<file path="src/rtl/keycode_arbiter.sv">
// -----------------------------------------------------------------------------
// keycode_arbiter
//
// Purpose:
//   Producer side of the 8-bit keycode interface that feeds the ball motion
//   block. Once per frame it may receive a 6-slot HID keyboard report. From
//   that report it works out which of the four direction keys (W/A/S/D) are
//   held, and keeps them in press order. The registered keycode output is the
//   most recently pressed direction key that is still held, or 00 when none.
//   If reports stop arriving for TIMEOUT_FRAMES frames, everything is
//   force-released and the block sits in a STALE state until the next report.
//
// Ports:
//   frame_clk     in   1       frame clock; all state updates on posedge
//   Reset         in   1       synchronous, active-high reset
//   report_valid  in   1       report_keys carries a fresh report this cycle
//   report_keys   in   48      6 HID keycodes, slot i = [8i+7:8i], 00 = empty
//   keycode       out  8       selected direction key, 00 = none
//   key_event     out  1       one-cycle pulse when keycode takes a new value
//   held_frames   out  HOLD_W  frames the current nonzero keycode has been
//                              stable, saturating
//   stale         out  1       high while reports have timed out
// -----------------------------------------------------------------------------
module keycode_arbiter #(
  parameter logic [7:0]  KEY_UP         = 8'h1A,
  parameter logic [7:0]  KEY_LEFT       = 8'h04,
  parameter logic [7:0]  KEY_DOWN       = 8'h16,
  parameter logic [7:0]  KEY_RIGHT      = 8'h07,
  parameter int unsigned TIMEOUT_FRAMES = 30,
  parameter int unsigned HOLD_W         = 8
) (
  input  logic              frame_clk,
  input  logic              Reset,
  input  logic              report_valid,
  input  logic [47:0]       report_keys,
  output logic [7:0]        keycode,
  output logic              key_event,
  output logic [HOLD_W-1:0] held_frames,
  output logic              stale
);

  // Counter wide enough to hold TIMEOUT_FRAMES itself, which is where it
  // parks while STALE.
  localparam int unsigned     CNT_W    = $clog2(TIMEOUT_FRAMES + 1);
  localparam logic [CNT_W-1:0] CNT_LAST = CNT_W'(TIMEOUT_FRAMES - 1);
  localparam logic [CNT_W-1:0] CNT_SAT  = CNT_W'(TIMEOUT_FRAMES);

  // Internal 2-bit key identifiers; the held mask uses the same bit order.
  localparam logic [1:0] IDX_UP    = 2'd0;
  localparam logic [1:0] IDX_LEFT  = 2'd1;
  localparam logic [1:0] IDX_DOWN  = 2'd2;
  localparam logic [1:0] IDX_RIGHT = 2'd3;

  typedef enum logic [0:0] {
    LIVE  = 1'b0,
    STALE = 1'b1
  } state_t;

  // Press-order list: entry 0 is the oldest, entry count_q-1 the newest.
  state_t                  state_q,   state_d;
  logic [3:0][1:0]         list_q,    list_d;
  logic [2:0]              count_q,   count_d;
  logic [3:0]              prev_q,    prev_d;
  logic [CNT_W-1:0]        cnt_q,     cnt_d;
  logic [7:0]              keycode_q, keycode_d;
  logic                    event_q,   event_d;
  logic [HOLD_W-1:0]       held_q,    held_d;

  // Combinational helpers
  logic [5:0][3:0]         slotHit;
  logic [3:0]              newMask;
  logic [2:0]              baseCount;
  logic [3:0]              basePrev;
  logic [3:0]              pressed;
  logic [3:0]              appended;
  logic [3:0][1:0]         mergeList;
  logic [2:0]              mergeCount;
  logic [1:0]              newestIdx;

  function automatic logic [7:0] idxToCode(input logic [1:0] idx);
    logic [7:0] code;
    case (idx)
      IDX_UP:    code = KEY_UP;
      IDX_LEFT:  code = KEY_LEFT;
      IDX_DOWN:  code = KEY_DOWN;
      default:   code = KEY_RIGHT;
    endcase
    return code;
  endfunction

  // Decode every slot into a one-hot direction hit. OR-ing the hits gives the
  // held mask, so a key repeated in several slots still counts once and any
  // non-direction code simply contributes nothing.
  always_comb begin
    newMask = '0;
    for (int s = 0; s < 6; s++) begin
      slotHit[s]            = '0;
      slotHit[s][IDX_UP]    = (report_keys[8*s +: 8] == KEY_UP);
      slotHit[s][IDX_LEFT]  = (report_keys[8*s +: 8] == KEY_LEFT);
      slotHit[s][IDX_DOWN]  = (report_keys[8*s +: 8] == KEY_DOWN);
      slotHit[s][IDX_RIGHT] = (report_keys[8*s +: 8] == KEY_RIGHT);
      newMask               = newMask | slotHit[s];
    end
  end

  // Build the candidate list for an incoming report. Coming out of STALE the
  // old list and mask are treated as empty, so every held key counts as new.
  // Survivors keep their relative order; new presses are appended in slot
  // order, so the highest-slot new key ends up newest. A key appearing in
  // several slots is placed by its first slot only.
  always_comb begin
    baseCount  = (state_q == STALE) ? 3'd0 : count_q;
    basePrev   = (state_q == STALE) ? 4'd0 : prev_q;
    pressed    = newMask & ~basePrev;
    mergeList  = '0;
    mergeCount = '0;
    appended   = '0;

    for (int i = 0; i < 4; i++) begin
      if ((3'(i) < baseCount) && newMask[list_q[i]]) begin
        mergeList[mergeCount[1:0]] = list_q[i];
        mergeCount                 = mergeCount + 3'd1;
      end
    end

    for (int s = 0; s < 6; s++) begin
      for (int k = 0; k < 4; k++) begin
        if (slotHit[s][k] && pressed[k] && !appended[k]) begin
          mergeList[mergeCount[1:0]] = 2'(k);
          mergeCount                 = mergeCount + 3'd1;
          appended[k]                = 1'b1;
        end
      end
    end
  end

  // State / list / timeout next-state. A report always wins over the timeout
  // threshold in the same cycle. Without a report the list holds and the
  // idle counter runs; the edge on which it would reach TIMEOUT_FRAMES moves
  // us into STALE with everything released.
  always_comb begin
    state_d = state_q;
    list_d  = list_q;
    count_d = count_q;
    prev_d  = prev_q;
    cnt_d   = cnt_q;

    if (report_valid) begin
      state_d = LIVE;
      list_d  = mergeList;
      count_d = mergeCount;
      prev_d  = newMask;
      cnt_d   = '0;
    end else if (state_q == LIVE) begin
      if (cnt_q >= CNT_LAST) begin
        state_d = STALE;
        list_d  = '0;
        count_d = '0;
        prev_d  = '0;
        cnt_d   = CNT_SAT;
      end else begin
        cnt_d = cnt_q + CNT_W'(1);
      end
    end
  end

  // Output next-state, computed from the list as it will be after this edge
  // so that keycode, key_event and held_frames all move together.
  always_comb begin
    newestIdx = list_d[2'(count_d - 3'd1)];
    keycode_d = (count_d == 3'd0) ? 8'h00 : idxToCode(newestIdx);
    event_d   = (keycode_d != keycode_q);

    if (keycode_d == 8'h00) begin
      held_d = '0;
    end else if (keycode_d != keycode_q) begin
      held_d = '0;
    end else if (held_q == {HOLD_W{1'b1}}) begin
      held_d = held_q;
    end else begin
      held_d = held_q + HOLD_W'(1);
    end
  end

  // All state registers, with synchronous reset back to an empty LIVE state.
  always_ff @(posedge frame_clk) begin
    if (Reset) begin
      state_q   <= LIVE;
      list_q    <= '0;
      count_q   <= '0;
      prev_q    <= '0;
      cnt_q     <= '0;
      keycode_q <= 8'h00;
      event_q   <= 1'b0;
      held_q    <= '0;
    end else begin
      state_q   <= state_d;
      list_q    <= list_d;
      count_q   <= count_d;
      prev_q    <= prev_d;
      cnt_q     <= cnt_d;
      keycode_q <= keycode_d;
      event_q   <= event_d;
      held_q    <= held_d;
    end
  end

  assign keycode     = keycode_q;
  assign key_event   = event_q;
  assign held_frames = held_q;
  assign stale       = (state_q == STALE);

endmodule
</file>
<file path="config.mk">
export PLATFORM = sky130hd
export DESIGN_NAME = keycode_arbiter
export DESIGN_NICKNAME = d
export VERILOG_FILES = /design/src/rtl/keycode_arbiter.sv
export SDC_FILE = /design/constraint.sdc
export NUM_CORES = 1
export LEC_CHECK = 0
export ABC_AREA = 1
export BUFFER_PORTS_ARGS = -buffer_cell sky130_fd_sc_hd__clkbuf_2
export CAP_MARGIN = 30
export CORE_AREA = 2 2 110 112
export CTS_CLUSTER_DIAMETER = 120
export DETAILED_ROUTE_END_ITERATION = 6
export DIE_AREA = 0 0 112 114
export PLACE_DENSITY = 0.83
export SLEW_MARGIN = 20
export SYNTH_ARGS = -nofsm -noshare
export SYNTH_HDL_FRONTEND = slang
export SYNTH_SLANG_ARGS = --single-unit
</file>
<file path="constraint.sdc">
create_clock -name frame_clk -period 23.5 [get_ports frame_clk]
set_input_delay 4.7 -clock frame_clk [delete_from_list [all_inputs] [get_ports frame_clk]]
set_output_delay 4.7 -clock frame_clk [all_outputs]
set_load 0.01 [all_outputs]
</file>
==> impl_results.md <==
* Post-Route Skew at between 0.004 and 0.005 ns
* Post-synth ARST share at 0
* Via count at between 7,000 and 8,000
* Synth top area share at 0.188
* CP startpoint kind: input port
* Layout cells sized above 1 at 0.185
* Worst min path class: flip-flop to flip-flop
* Largest net degree at the start of global routing at 22
* Worst path arrival time at around 23 ns
* Max stage delay cell, worst path: or2_2
* Area contributors post-synth: ha_1 (19%), nand2_1 (15%), inv_1 (11%)
* Routed WL at 18.4 mm
* Ys Warns at 0
* CP max FO at 8
* Critical path's most frequent cell: ha_1
* Non-Filler Instances at 1,393
* ANT cells at 0
* Min cycle time layout at roughly 22 ns
* Routability cong. at ~0.93
* Hold Crit Endpoint: prev_q[2]
* Max Root-Sink Buffers at 2
* Worst-skew pair later-pin latency at between 0.2 and 0.3 ns
* # fillers at around 1,100
* FP Rows at 40
* Worst hold margin at about 0.47 ns
* Clock-pin slew on the worst setup and hold paths at around 0.050 ns
* Total congestion overflow at 0
* Initial Utilization at 0.604
* Hold path depth at 2
* First-pass GRT wire length at roughly 31 mm
* Pre-CTS setup slack at around 0.094 ns
* Top Ports at just under 70
* Count leader, synth: nand2_1
* Post-route ant nets at 0
* Fmax at roughly 0.045 GHz
* Seq/Total Area, Yosys at 0.0991
* R2r endpoint: held_frames[4]
* P per Cell Area at around 21 nW/um2
* Tot Pwr at roughly 0.17 mW
* Nets at approximately 1,400
* Worst Slack Setup Final at 1.21 ns
* EDFF count, synth at 0
* Area Growth Syn to Fin at 11.3%
* Vias in the first global route at around 7,000
* Status: finished, final reports clean
* Final Cycle Share at 0.949
* Buf/Inv on CP at 22
* Die width at approximately 110 um
* Placement Cell Area at about 7500 um2
* Synth Cell Area at around 7000 um2
* HPWL Detailed at approximately 15 mm
* Design area at ~7900 um2
* Crit path kind: input port to flip-flop
* FF-to-FF setup slack at 5.66 ns
* PortBufs at 65
* Placed cells at around 1,400
* Cell count after synthesis at about 1,200
* Residual DRC at 0
* Worst path top cell family by delay: adder cells
* TritonCTS clock tree: done
* Synth Register Bits at 35
* Final setup TNS at 0 ns
* Vias/cell at approximately 5.5
* GR Util All Layers at 0.282
* Clock root buffer: clkbuf_16
* Max-Cap Viols at 0
* Pre-Repair DR Iteration Count at 7
* Most instantiated cells after synthesis: nand2_1 (285), inv_1 (199), nor2_1 (108)
* Slew @ Worst Pin at 0.828 ns
* Chip Height at around 110 um
* Hold Fails Final Rpt at 0
* Top cell type by total area after synthesis: ha_1
* Detailed Route Iter0 Violations at a little over 600
* Leakage Power at approximately 4.3 nW
* Maximum vdd drop at around 0.042 mV
* CTS sink cnt at 35
* Antenna violations before repair at 0
* Die ar. at between 10,000 and 15,000 um2
* Slew margin rel. at 0.444
* WL/cell at 13.2 um
* Avg Inst Size Synth at 6.04 um2
* Critical Path RT at 23.72 ns
* Number of max-slew violations in the final report at 0
* R2R cell count at 104
* Min-delay src: prev_q[2]
* Final core utilization at 0.672
* Count of cell types in the netlist at 47
* Main synth FF type: dfxtp_1
* CTS H-tree lvls at 2
* Core area at approximately 12,000 um2
* Clock buffer count from CTS at 5
* Critical R2R Launch: stale
* Crit-path max cell delay at about 0.31 ns
* Endpoints failing setup at 0
* Worst setup EP type: flip-flop
==> metal layers <==
| metal | GRT usage | vias to the layer above | share of wire |
|---|---|---|---|
| met1 | 0.362 | 3367 | 0.43 |
| li1 | - | 3872 | - |
| met2 | 0.498 | 301 | 0.47 |
| met5 | 0 | - | 0 |
| met4 | 0.0984 | 0 | 0.029 |
| met3 | 0.0266 | 57 | 0.064 |
==> worst register-to-register path: cells and delay by family, from the launching register on <==
kind / cells / cell delay, ns
AO/OA/AOI/OAI: 12 / 2.00
adder cells (fa/ha/maj): 27 / 7.38
buffers and inverters: 22 / 1.97
flip-flops: 1 / 0.43
AND/OR/NAND/NOR: 43 / 6.00
==> cell type report <==
class | count | area [um2] | area share
Clock buffer | 6 | 139 | 0.0177
Clock inverter | 2 | 35.0 | 0.00445
Inverter | 213 | 802 | 0.102
Multi-Input combinational cell | 916 | 5610 | 0.714
Sequential cell | 35 | 701 | 0.0891
Tap cell | 147 | 184 | 0.0234
Timing Repair Buffer | 74 | 393 | 0.0499
==> repair_timing <==
action | in CTS | in global routing
gates resized for setup | 0 | 32
setup buffers | 0 | 7
hold buffers | 0 | 0
endpoints found under the setup margin | 0 | 15
==> sequential cells by signal (all words and copies together), names as in the netlist <==
name / flops
key_event: 1
count_q: 3
keycode: 5
list_q: 8
stale: 1
held_frames: 8
cnt_q: 5
prev_q: 4
==> worst max-delay path by stage <==
stage / depth (start not counted) / to / startpoint / slack [ns]
after floorplan: 111 / held_frames[0] / report_keys[35] / 1.94
after global placement: 111 / held_frames[0] / report_keys[35] / 0.87
after detailed placement: 111 / held_frames[0] / report_keys[35] / 0.09
after CTS: 111 / held_frames[0] / report_keys[35] / 0.33
after global routing: 111 / held_frames[4] / report_keys[7] / -0.13
final: 111 / held_frames[4] / report_keys[7] / 1.21
==> cells by family after synthesis <==
kind of cell    count (synthesis)  share of synthesized area
compound gates                148                      0.127
mux                             1                    0.00142
fa+ha+maj                     106                      0.188
buf+inv                       222                      0.123
flops                          35                     0.0991
simple gates                  633                      0.429
xor+xnor                       25                     0.0320
other cells                     1                   0.000530
==> cell usage in the layout (no fill, tap or decap), types with 16 or more instances in the layout <==
master | netlist | final
a21oi_1 | 26 | 26
a22oi_1 | 16 | 16
clkbuf_2 | 0 | 65
dfxtp_1 | 35 | 35
ha_1 | 106 | 104
inv_1 | 199 | 197
nand2_1 | 285 | 282
nand2_2 | 43 | 45
nand3_1 | 104 | 104
nand3_2 | 25 | 25
nor2_1 | 108 | 100
nor2_2 | 17 | 25
o21ai_0 | 60 | 57
==> power by group <==
group / switching (mW) / internal (mW) / total (mW)
Clock: 0.0245 / 0.0527 / 0.0772
Combinational: 0.0185 / 0.0105 / 0.0290
Sequential: 0.000816 / 0.0604 / 0.0612
Power figures use the tool's default switching activity.
